### src/rtl/cam_capture_ctrl_if.sv
// rtl/cam_capture_ctrl_if.sv - frame-buffer write bus between capture controller and RAM
//
// Purpose: carries one registered 16-bit pixel write per strobe.
// Signals:
//   wr_en    buffer write strobe
//   wr_addr  linear pixel address (line*IMG_W + pixel)
//   wr_data  RGB565 pixel, {high byte, low byte}
// Modports: master drives the bus (capture controller), slave receives it (RAM side).

interface cam_capture_ctrl_if #(
  parameter int ADDR_W = 11
);
  logic              wr_en;
  logic [ADDR_W-1:0] wr_addr;
  logic [15:0]       wr_data;

  modport master (output wr_en, output wr_addr, output wr_data);
  modport slave  (input  wr_en, input  wr_addr, input  wr_data);
endinterface

### src/rtl/cam_capture_ctrl.sv
// rtl/cam_capture_ctrl.sv - single-frame DVP camera capture sequencer with RGB565 packing
//
// Purpose: arms on start, waits for a full vsync pulse, packs byte pairs from the
// camera into 16-bit pixels and writes them to a linear frame buffer. Malformed
// frames (short line, odd byte count, early vsync) are flagged with done.
// Optional build macro: CAM_DECIMATE_EN enables 2:1 decimation in both axes.
// Ports:
//   clk        in   pixel clock (camera xclk domain)
//   reset      in   synchronous, active-high
//   start      in   1-cycle pulse, arm capture of next frame
//   cam_vsync  in   frame sync, active high
//   cam_href   in   line valid, active high
//   cam_dat    in   8-bit pixel byte, high byte first
//   busy       out  high from accepted start until done
//   done       out  1-cycle pulse at frame end
//   frame_err  out  error flag, valid with done, held until next accepted start
//   wr         master port of cam_capture_ctrl_if (wr_en/wr_addr/wr_data)

module cam_capture_ctrl #(
  parameter int IMG_W  = 64,
  parameter int IMG_H  = 32,
  parameter int ADDR_W = 11
) (
  input  logic                 clk,
  input  logic                 reset,
  input  logic                 start,
  input  logic                 cam_vsync,
  input  logic                 cam_href,
  input  logic [7:0]           cam_dat,
  output logic                 busy,
  output logic                 done,
  output logic                 frame_err,
  cam_capture_ctrl_if.master   wr
);

  localparam logic [2:0] S_IDLE  = 3'd0;
  localparam logic [2:0] S_ARM   = 3'd1;
  localparam logic [2:0] S_WFALL = 3'd2;
  localparam logic [2:0] S_CAP   = 3'd3;
  localparam logic [2:0] S_DONE  = 3'd4;

`ifdef CAM_DECIMATE_EN
  localparam int SPAN  = 2 * IMG_W;
  localparam int LSPAN = 2 * IMG_H;
`else
  localparam int SPAN  = IMG_W;
  localparam int LSPAN = IMG_H;
`endif

  // pcnt counts sensor pixels of the current line and saturates at SPAN, so
  // "line long enough" is simply pcnt reaching SPAN.
  localparam int PW = $clog2(SPAN + 1);
  localparam int LW = $clog2(LSPAN + 1);

  localparam logic [PW-1:0]     SPAN_C    = PW'(SPAN);
  localparam logic [LW-1:0]     LAST_LINE = LW'(LSPAN - 1);
  localparam logic [ADDR_W-1:0] IMG_W_A   = ADDR_W'(IMG_W);

  logic [2:0]        state;
  logic              phase_lo;
  logic [7:0]        hi_byte;
  logic [PW-1:0]     pcnt;
  logic [LW-1:0]     lcnt;
  logic [ADDR_W-1:0] line_base;
  logic              href_q;
  logic              err_sticky;
  logic              wr_en_q;
  logic [ADDR_W-1:0] wr_addr_q;
  logic [15:0]       wr_data_q;

  logic              pix_keep;
  logic              line_keep;
  logic [ADDR_W-1:0] pix_off;
  logic              line_short;

`ifdef CAM_DECIMATE_EN
  // Even sensor pixels/lines are stored; odd ones are consumed only.
  assign pix_keep  = ~pcnt[0] & (pcnt < SPAN_C);
  assign pix_off   = ADDR_W'(pcnt >> 1);
  assign line_keep = ~lcnt[0];
`else
  assign pix_keep  = (pcnt < SPAN_C);
  assign pix_off   = ADDR_W'(pcnt);
  assign line_keep = 1'b1;
`endif

  // A dangling high byte (phase_lo still set) means an odd byte count.
  assign line_short = (pcnt < SPAN_C) | phase_lo;

  assign wr.wr_en   = wr_en_q;
  assign wr.wr_addr = wr_addr_q;
  assign wr.wr_data = wr_data_q;

  always_ff @(posedge clk) begin
    if (reset) begin
      state      <= S_IDLE;
      busy       <= 1'b0;
      done       <= 1'b0;
      frame_err  <= 1'b0;
      phase_lo   <= 1'b0;
      hi_byte    <= '0;
      pcnt       <= '0;
      lcnt       <= '0;
      line_base  <= '0;
      href_q     <= 1'b0;
      err_sticky <= 1'b0;
      wr_en_q    <= 1'b0;
      wr_addr_q  <= '0;
      wr_data_q  <= '0;
    end else begin
      done    <= 1'b0;
      wr_en_q <= 1'b0;
      href_q  <= cam_href;

      case (state)
        S_IDLE: begin
          if (start) begin
            state      <= S_ARM;
            busy       <= 1'b1;
            frame_err  <= 1'b0;
            err_sticky <= 1'b0;
          end
        end

        // Arming only looks for vsync high, so a frame already running is skipped.
        S_ARM: begin
          if (cam_vsync) state <= S_WFALL;
        end

        S_WFALL: begin
          if (!cam_vsync) begin
            state     <= S_CAP;
            lcnt      <= '0;
            pcnt      <= '0;
            phase_lo  <= 1'b0;
            line_base <= '0;
          end
        end

        S_CAP: begin
          if (cam_vsync) begin
            // Early vsync aborts the frame; it also takes priority over href.
            err_sticky <= 1'b1;
            frame_err  <= 1'b1;
            done       <= 1'b1;
            busy       <= 1'b0;
            state      <= S_DONE;
          end else if (cam_href) begin
            if (!phase_lo) begin
              hi_byte  <= cam_dat;
              phase_lo <= 1'b1;
            end else begin
              phase_lo <= 1'b0;
              if (pcnt < SPAN_C) pcnt <= pcnt + PW'(1);
              if (line_keep && pix_keep) begin
                wr_en_q   <= 1'b1;
                wr_addr_q <= line_base + pix_off;
                wr_data_q <= {hi_byte, cam_dat};
              end
            end
          end else if (href_q) begin
            // End of line on the falling edge of href.
            if (line_short) err_sticky <= 1'b1;
            phase_lo <= 1'b0;
            pcnt     <= '0;
            lcnt     <= lcnt + LW'(1);
            if (line_keep) line_base <= line_base + IMG_W_A;
            if (lcnt == LAST_LINE) begin
              frame_err <= err_sticky | line_short;
              done      <= 1'b1;
              busy      <= 1'b0;
              state     <= S_DONE;
            end
          end
        end

        S_DONE: state <= S_IDLE;

        default: state <= S_IDLE;
      endcase
    end
  end

endmodule

### src/flat_wrapper.sv
// flat-port wrapper written by rule: the top's interface ports become plain ports
module cam_capture_ctrl_flat 
#(
  parameter int IMG_W  = 64,
  parameter int IMG_H  = 32,
  parameter int ADDR_W = 11
)
  (clk, reset, start, cam_vsync, cam_href, cam_dat, busy, done, frame_err, wr_wr_en, wr_wr_addr, wr_wr_data);
  cam_capture_ctrl_if #(.ADDR_W(ADDR_W)) wr_i ();
  input  logic clk;
  input  logic reset;
  input  logic start;
  input  logic cam_vsync;
  input  logic cam_href;
  input  logic [7:0] cam_dat;
  output logic busy;
  output logic done;
  output logic frame_err;
  output wire logic [$bits(wr_i.wr_en)-1:0] wr_wr_en;
  output wire logic [$bits(wr_i.wr_addr)-1:0] wr_wr_addr;
  output wire logic [$bits(wr_i.wr_data)-1:0] wr_wr_data;
  assign wr_wr_en = wr_i.wr_en;
  assign wr_wr_addr = wr_i.wr_addr;
  assign wr_wr_data = wr_i.wr_data;
  cam_capture_ctrl #(.IMG_W(IMG_W), .IMG_H(IMG_H), .ADDR_W(ADDR_W)) u_core (.clk(clk), .reset(reset), .start(start), .cam_vsync(cam_vsync), .cam_href(cam_href), .cam_dat(cam_dat), .busy(busy), .done(done), .frame_err(frame_err), .wr(wr_i));
endmodule
### config.mk
export PLATFORM = sky130hd
export DESIGN_NAME = cam_capture_ctrl_flat
export DESIGN_NICKNAME = d
export VERILOG_FILES = /design/src/rtl/cam_capture_ctrl_if.sv /design/src/rtl/cam_capture_ctrl.sv /design/src/flat_wrapper.sv
export SDC_FILE = /design/constraint.sdc
export NUM_CORES = 1
export LEC_CHECK = 0
export ABC_CLOCK_PERIOD_IN_PS = 1600
export BUFFER_PORTS_ARGS = -buffer_cell sky130_fd_sc_hd__buf_4
export CORE_MARGIN = 5
export CORE_UTILIZATION = 45
export DETAILED_ROUTE_END_ITERATION = 7
export PLACE_DENSITY_LB_ADDON = 0.05
export SLEW_MARGIN = 20
export SYNTH_ARGS = -nofsm -noshare
export SYNTH_HDL_FRONTEND = slang
export SYNTH_SLANG_ARGS = --single-unit
export TNS_END_PERCENT = 100
### constraint.sdc
create_clock -name clk -period 1.6 [get_ports clk]
set_input_delay 0.32 -clock clk [delete_from_list [all_inputs] [get_ports clk]]
set_output_delay 0.32 -clock clk [all_outputs]
set_load 0.01 [all_outputs]
# After elaboration in Yosys (flattened, before gate mapping)
# Cells that the tools add are included.
[totals]
ff_bits = 69
word_cells = 108
out_inout_bits = 31
inputBits = 13
[classes]
reduce_logical = 13
n_mux = 53
magnitude_cmp = 1
eq_ne = 17
bitwise_logic = 6
n_addsub = 4
[ops]
columns = ["op", "n"]
rows = [
  ["11-bit 2-to-1 mux", 4],
  ["7-bit 2-to-1 mux", 6],
  ["1-bit 2-to-1 mux", 24],
  ["6-bit 2-to-1 mux", 4],
  ["11-bit case mux with 2 select lines", 1],
  ["3-bit 2-to-1 mux", 7],
  ["5-bit AND reduction", 4],
  ["3-bit by 2-bit inequality test with 1-bit output (second input constant)", 6],
  ["7-bit case mux with 2 select lines", 1],
  ["3-bit case mux with 4 select lines", 1],
  ["6-bit case mux with 2 select lines", 1],
  ["6-bit AND reduction", 2],
  ["11-bit by 7-bit adder with 11-bit output", 1],
  ["11-bit by 7-bit adder with 11-bit output (second input constant)", 1],
  ["2-bit inequality test (second input constant)", 5],
  ["1-bit case mux with 2 select lines", 4],
  ["4-bit AND reduction", 2],
  ["7-bit by 1-bit adder with 7-bit output (second input constant)", 1],
  ["7-bit < comparator (second input constant)", 1],
  ["6-bit by 1-bit adder with 6-bit output (second input constant)", 1],
  ["3-bit by 2-bit == test with 1-bit output (second input constant)", 2],
  ["6-bit by 5-bit == test with 1-bit output (second input constant)", 1],
  ["5-bit OR reduction", 1],
  ["1-bit NOT", 4],
  ["7 further kinds", 9],
]

# Depth between registers and ports, before layout
[logic_depth]
ltp_word = 8
ltp_mapped = 7
mapped_depth_nobuf = 5

# Least setup slack after synthesis
# No wires, ideal clock.
[synth_path]
kind = "reg2reg"
start = "register u_core.state[2]"
end = "register u_core.pcnt[5]"
period_less_slack_ns = 1.613
path_stages_with_launch = 5
t_required_ns = 1.530
setup_time_ns = 0.070
arrival_time_ns = 1.543
setup_slack_ns = -0.013
path_buffers = 0
cell_sequence = "dfxtp_1 -> or3b_1 -> a41o_1 -> or4_1 -> a21oi_1"
[synth_between]
elab_chain_cells = 3
elab_cells_between_ends = 10
cone_classes = "eq/ne (7); mux (1); reduce/logical (2)"
[synth_lines]
columns = ["element", "line_no", "rtl"]
rows = [
  ["start: declaration", "cam_capture_ctrl.sv:59", "logic [2:0] state;"],
  ["start signal: assignment", "cam_capture_ctrl.sv:96", "state <= S_IDLE;"],
  ["start signal: assignment", "cam_capture_ctrl.sv:118", "state <= S_ARM;"],
  ["start signal: assignment", "cam_capture_ctrl.sv:127", "if (cam_vsync) state <= S_WFALL;"],
  ["3-bit by 2-bit == test with 1-bit output", "cam_capture_ctrl.sv:115", "case (state)"],
  ["3-bit by 2-bit inequality test with 1-bit output (no source line), or another cell as far along", "--", ""],
  ["6-bit AND reduction (no source line)", "--", ""],
  ["end signal: assignment", "cam_capture_ctrl.sv:154", "if (pcnt < SPAN_C) pcnt <= pcnt + PW'(1);"],
  ["end: declaration", "cam_capture_ctrl.sv:62", "logic [PW-1:0] pcnt;"],
]
# Several ways; a longest one is shown, not always the timed one.
# A chain may end at the register's enable or synchronous reset.

# Worst setup path in the final report
[layout_path]
start = "register u_core.state[1]"
end = "register u_core.pcnt[5]"
# Same word-level chain as after synthesis.

==> results.md <==
* Placed insts at 425
* Total Routed Length at approximately 6.7 mm
* Global-route wire length before repair at between 10 and 15 mm
* CTS buffer count at 9
* Peak VDD IR at between 400 and 500 uV
* Number of nets in the final layout at between 300 and 400
* Number of fillers in the final layout at between 400 and 500
* Kind of start point of the critical path: register
* Standard-cell rows at 27
* Slew HR at 66.8%
* Final weighted congestion in routability-driven placement at 0.848
* Final Hold Violating Endpoints at 0
* Final Core Density at between 60% and 70%
* Final Cycle Share at 103%
* CTS HTree Levels at 3
* Minimum clock period after layout at approximately 1.6 ns
* Setup repair after global routing missed its margin: true
* Post-route antenna net violation count at 0
* Worst R2R Setup Slack at -0.04 ns
* CTS Root Cell: sky130_fd_sc_hd__clkbuf_8
* CTS tree: yes
* Hold buffer count at cts at 0
* Worst min-delay path category: in2reg
* Pin count of the biggest net entering global routing at 25
* Summed negative setup slack over all endpoints at -0.0891 ns
* Buffers & Inverters on Critical Path at 0
* Category of cells accounting for the largest share of critical-path delay: simple AND/OR/NAND/NOR gates
* Status: finished with violations
* Cell depth of the worst flop-to-flop path at 4
* Synthesis-to-finish area growth at 45.5%
* Final slew viol count at 0
* Final hold slack at between 0.2 and 0.25 ns
* Vias in the first global route at around 2,200
* First-pass iteration count of the detailed router at 4
* Avg Synthesized Cell Area at between 8 and 9 sq um
* Worst Setup Slack, final at -0.0418 ns
* Non-Filler Instances at around 460
* Power density over cell area at around 870 mW/mm^2
* Total DRC errors in the routed layout at 0
* Primary FF master, synth: sky130_fd_sc_hd__dfxtp_1
* WP data required at approximately 1.9 ns
* Mapped cell area at 0.00260 sq mm
* Area enclosed by the die boundary at about 0.0074 sq mm
* Reg-to-reg critical path endpoint: u_core.pcnt[5]
* Min-Delay Endpoint: u_core.hi_byte[6]
* Clock slew seen by the registers of the worst setup and hold paths at about 0.080 ns
* Vertical die dimension at 86.0 um
* Yosys synthesis warning count at 0
* Number of port buffers at 43
* Ratio of cells with drive above 1 in the final layout at 38.3%
* Initial core utilization at 46.6%
* Antenna violations before repair at 0
* Detailed-placement wirelength estimate at about 4 mm
* Worst-path fanout max at 3
* CTS Sinks at 63
* Global-route congestion overflow total at 0
* All-layer global routing usage at 17.2%
* Critical-path cell with the highest stage delay: sky130_fd_sc_hd__or4_4
* Count of vias placed by the detailed router at roughly 2,300
* Worst reg2reg startpoint: u_core.state[1]
* Arrival @ worst endpoint at roughly 1.9 ns
* Count of routing violations after the opening detailed-route iteration at 176
* Unique cell type count in the Yosys netlist at 38
* Crit. End Element: register
* Via density per instance at roughly 5.1
* Final setup violation count at 3
* Highest achievable clock rate at 609 MHz
* Cell count after synthesis at 306
* Total design power at ~0.0033 W
* Later-pin clock latency in the skew report at 0.34 ns
* Core Box Area at about 0.0056 sq mm
* Cell Chain, Critical Path: or3b_4, a41o_1, or4_4, a21oi_2
* Maximum buffer depth of the clock tree at 2
* Worst clock skew at roughly 0.0086 ns
* Violations in the final reports: setup timing
* Diodes inserted at 0
* Top Ports at 44
* Synth Register Bits at between 60 and 70
* Number of synthesized flops with an enable pin at 0
* Startpoint of the lowest-slack hold path: cam_dat[6]
* Per-cell routed wire length at between 10 and 15 um
* Max Cap Violations at 0
* Sequential share of the synthesized area at 48.6%
* Width of the chip at 86.0 um
* Syn Nets at approximately 320
* Worst slew pin tran at roughly 0.49 ns
* Share of flip-flops with an asynchronous set or reset after synthesis at 0%
* Cell depth of the worst min-delay path at 3
* Leakage power summed over all cells at 1.45 nW
* Worst path max stage delay at a little under 0.5 ns
* Critical setup path kind: reg2reg
==> tightest hold or removal path: stages <==
cell and delay [ns]:
sky130_fd_sc_hd__buf_4 0.08, sky130_fd_sc_hd__mux2i_1 0.05, sky130_fd_sc_hd__nor2_1 0.07
==> cell families after synthesis <==
group / Yosys count / share of synthesized area, %
AND/OR/NAND/NOR: 121 / 21.1
AO/OA/AOI/OAI: 65 / 15.6
flip-flops: 63 / 48.6
buffers and inverters: 30 / 4.62
XOR/XNOR: 14 / 4.72
multiplexers: 9 / 3.52
adder cells (fa/ha/maj): 4 / 1.93
==> metal layers <==
metal | vias to the layer above | share of wire (%) | GRT usage (%)
li1 | 1195 | - | -
met1 | 1086 | 49 | 23.2
met2 | 46 | 46 | 25.8
met3 | 14 | 3.5 | 3.36
met4 | 0 | 1.9 | 8.92
met5 | - | 0 | 0
==> layout make-up <==
cell class | instances | area, sq um | area share, %
Multi-Input combinational cell | 213 | 1420 | 37.6
Sequential cell | 63 | 1260 | 33.4
Timing Repair Buffer | 84 | 768 | 20.3
Clock buffer | 10 | 138 | 3.64
Tap cell | 72 | 90.1 | 2.38
Clock inverter | 6 | 70.1 | 1.85
Inverter | 8 | 30.0 | 0.794
==> flip-flops by register name (all words and copies together), names as in the netlist <==
register and cells:
u_core.wr.wr_addr 11, u_core.hi_byte 8, u_core.wr.wr_en 1, u_core.state 3
u_core.line_base 5, u_core.href_q 1, u_core.busy 1, u_core.phase_lo 1
u_core.lcnt 6, u_core.frame_err 1, u_core.wr.wr_data 16, u_core.err_sticky 1
u_core.pcnt 7, u_core.done 1
==> worst max path at each step <==
stage / start / to / cells past startpoint
2_1_floorplan: u_core.state[1] / u_core.wr.wr_data[5] / 7
3_3_place_gp: cam_vsync / u_core.pcnt[4] / 6
3_5_place_dp: cam_vsync / u_core.pcnt[5] / 5
4_1_cts: u_core.state[1] / u_core.pcnt[5] / 4
5_1_grt: u_core.state[1] / u_core.pcnt[5] / 5
6_report: u_core.state[1] / u_core.pcnt[5] / 4
==> cell usage in the layout, fill, tap and decap left out, types with 9 or more instances in the layout <==
master / n
sky130_fd_sc_hd__a211oi_1: 9
sky130_fd_sc_hd__a21oi_2: 16
sky130_fd_sc_hd__nand2_4: 9
sky130_fd_sc_hd__nand2_1: 39
sky130_fd_sc_hd__clkbuf_8: 10
sky130_fd_sc_hd__xnor2_1: 10
sky130_fd_sc_hd__nor2_1: 26
sky130_fd_sc_hd__nand3_1: 11
sky130_fd_sc_hd__a21oi_1: 20
sky130_fd_sc_hd__buf_4: 71
sky130_fd_sc_hd__dfxtp_1: 61
==> cell usage after synthesis, drive strengths merged (5+ instances only) <==
cell type	n	area, sq um
or3	5	31.3
mux2i	8	80.1
nor2	26	97.6
a211oi	10	75.1
xnor2	10	87.6
clkbuf	16	60.1
nand3	11	55.1
nor3	5	25.0
dfxtp	63	1260
nand2	55	206
a21oi	37	185
nor2b	5	31.3
inv	8	30.0
o21ai	6	30.0
buf	6	30.0
==> report_power, final <==
part / internal, W / leakage [nW] / total (W) / switching, W
Sequential: 0.00159 / 0.509 / 0.00161 / 0.0000193
Clock: 0.000766 / 0.0947 / 0.00141 / 0.000648
Combinational: 0.000133 / 0.850 / 0.000276 / 0.000144
Total: 0.00249 / 1.45 / 0.00330 / 0.000811
==> stage by stage <==
stage	area [sq um]	setup slack (ns)
after floorplan	2600	-0.0105
after global placement	3150	-0.167
after detailed placement	3150	-0.192
after CTS	3430	-0.0383
after global routing	3780	-0.0992
final	3780	-0.0418
==> timing repair <==
| action | CTS | global route |
|---|---|---|
| resized for setup | 6 | 54 |
| pin swaps | 7 | 19 |
| buffers inserted | 3 | 6 |
| cloned | 1 | 5 |
| endpoints found under the setup margin | 32 | 37 |
No activity file was read; power rests on OpenSTA's default activity.
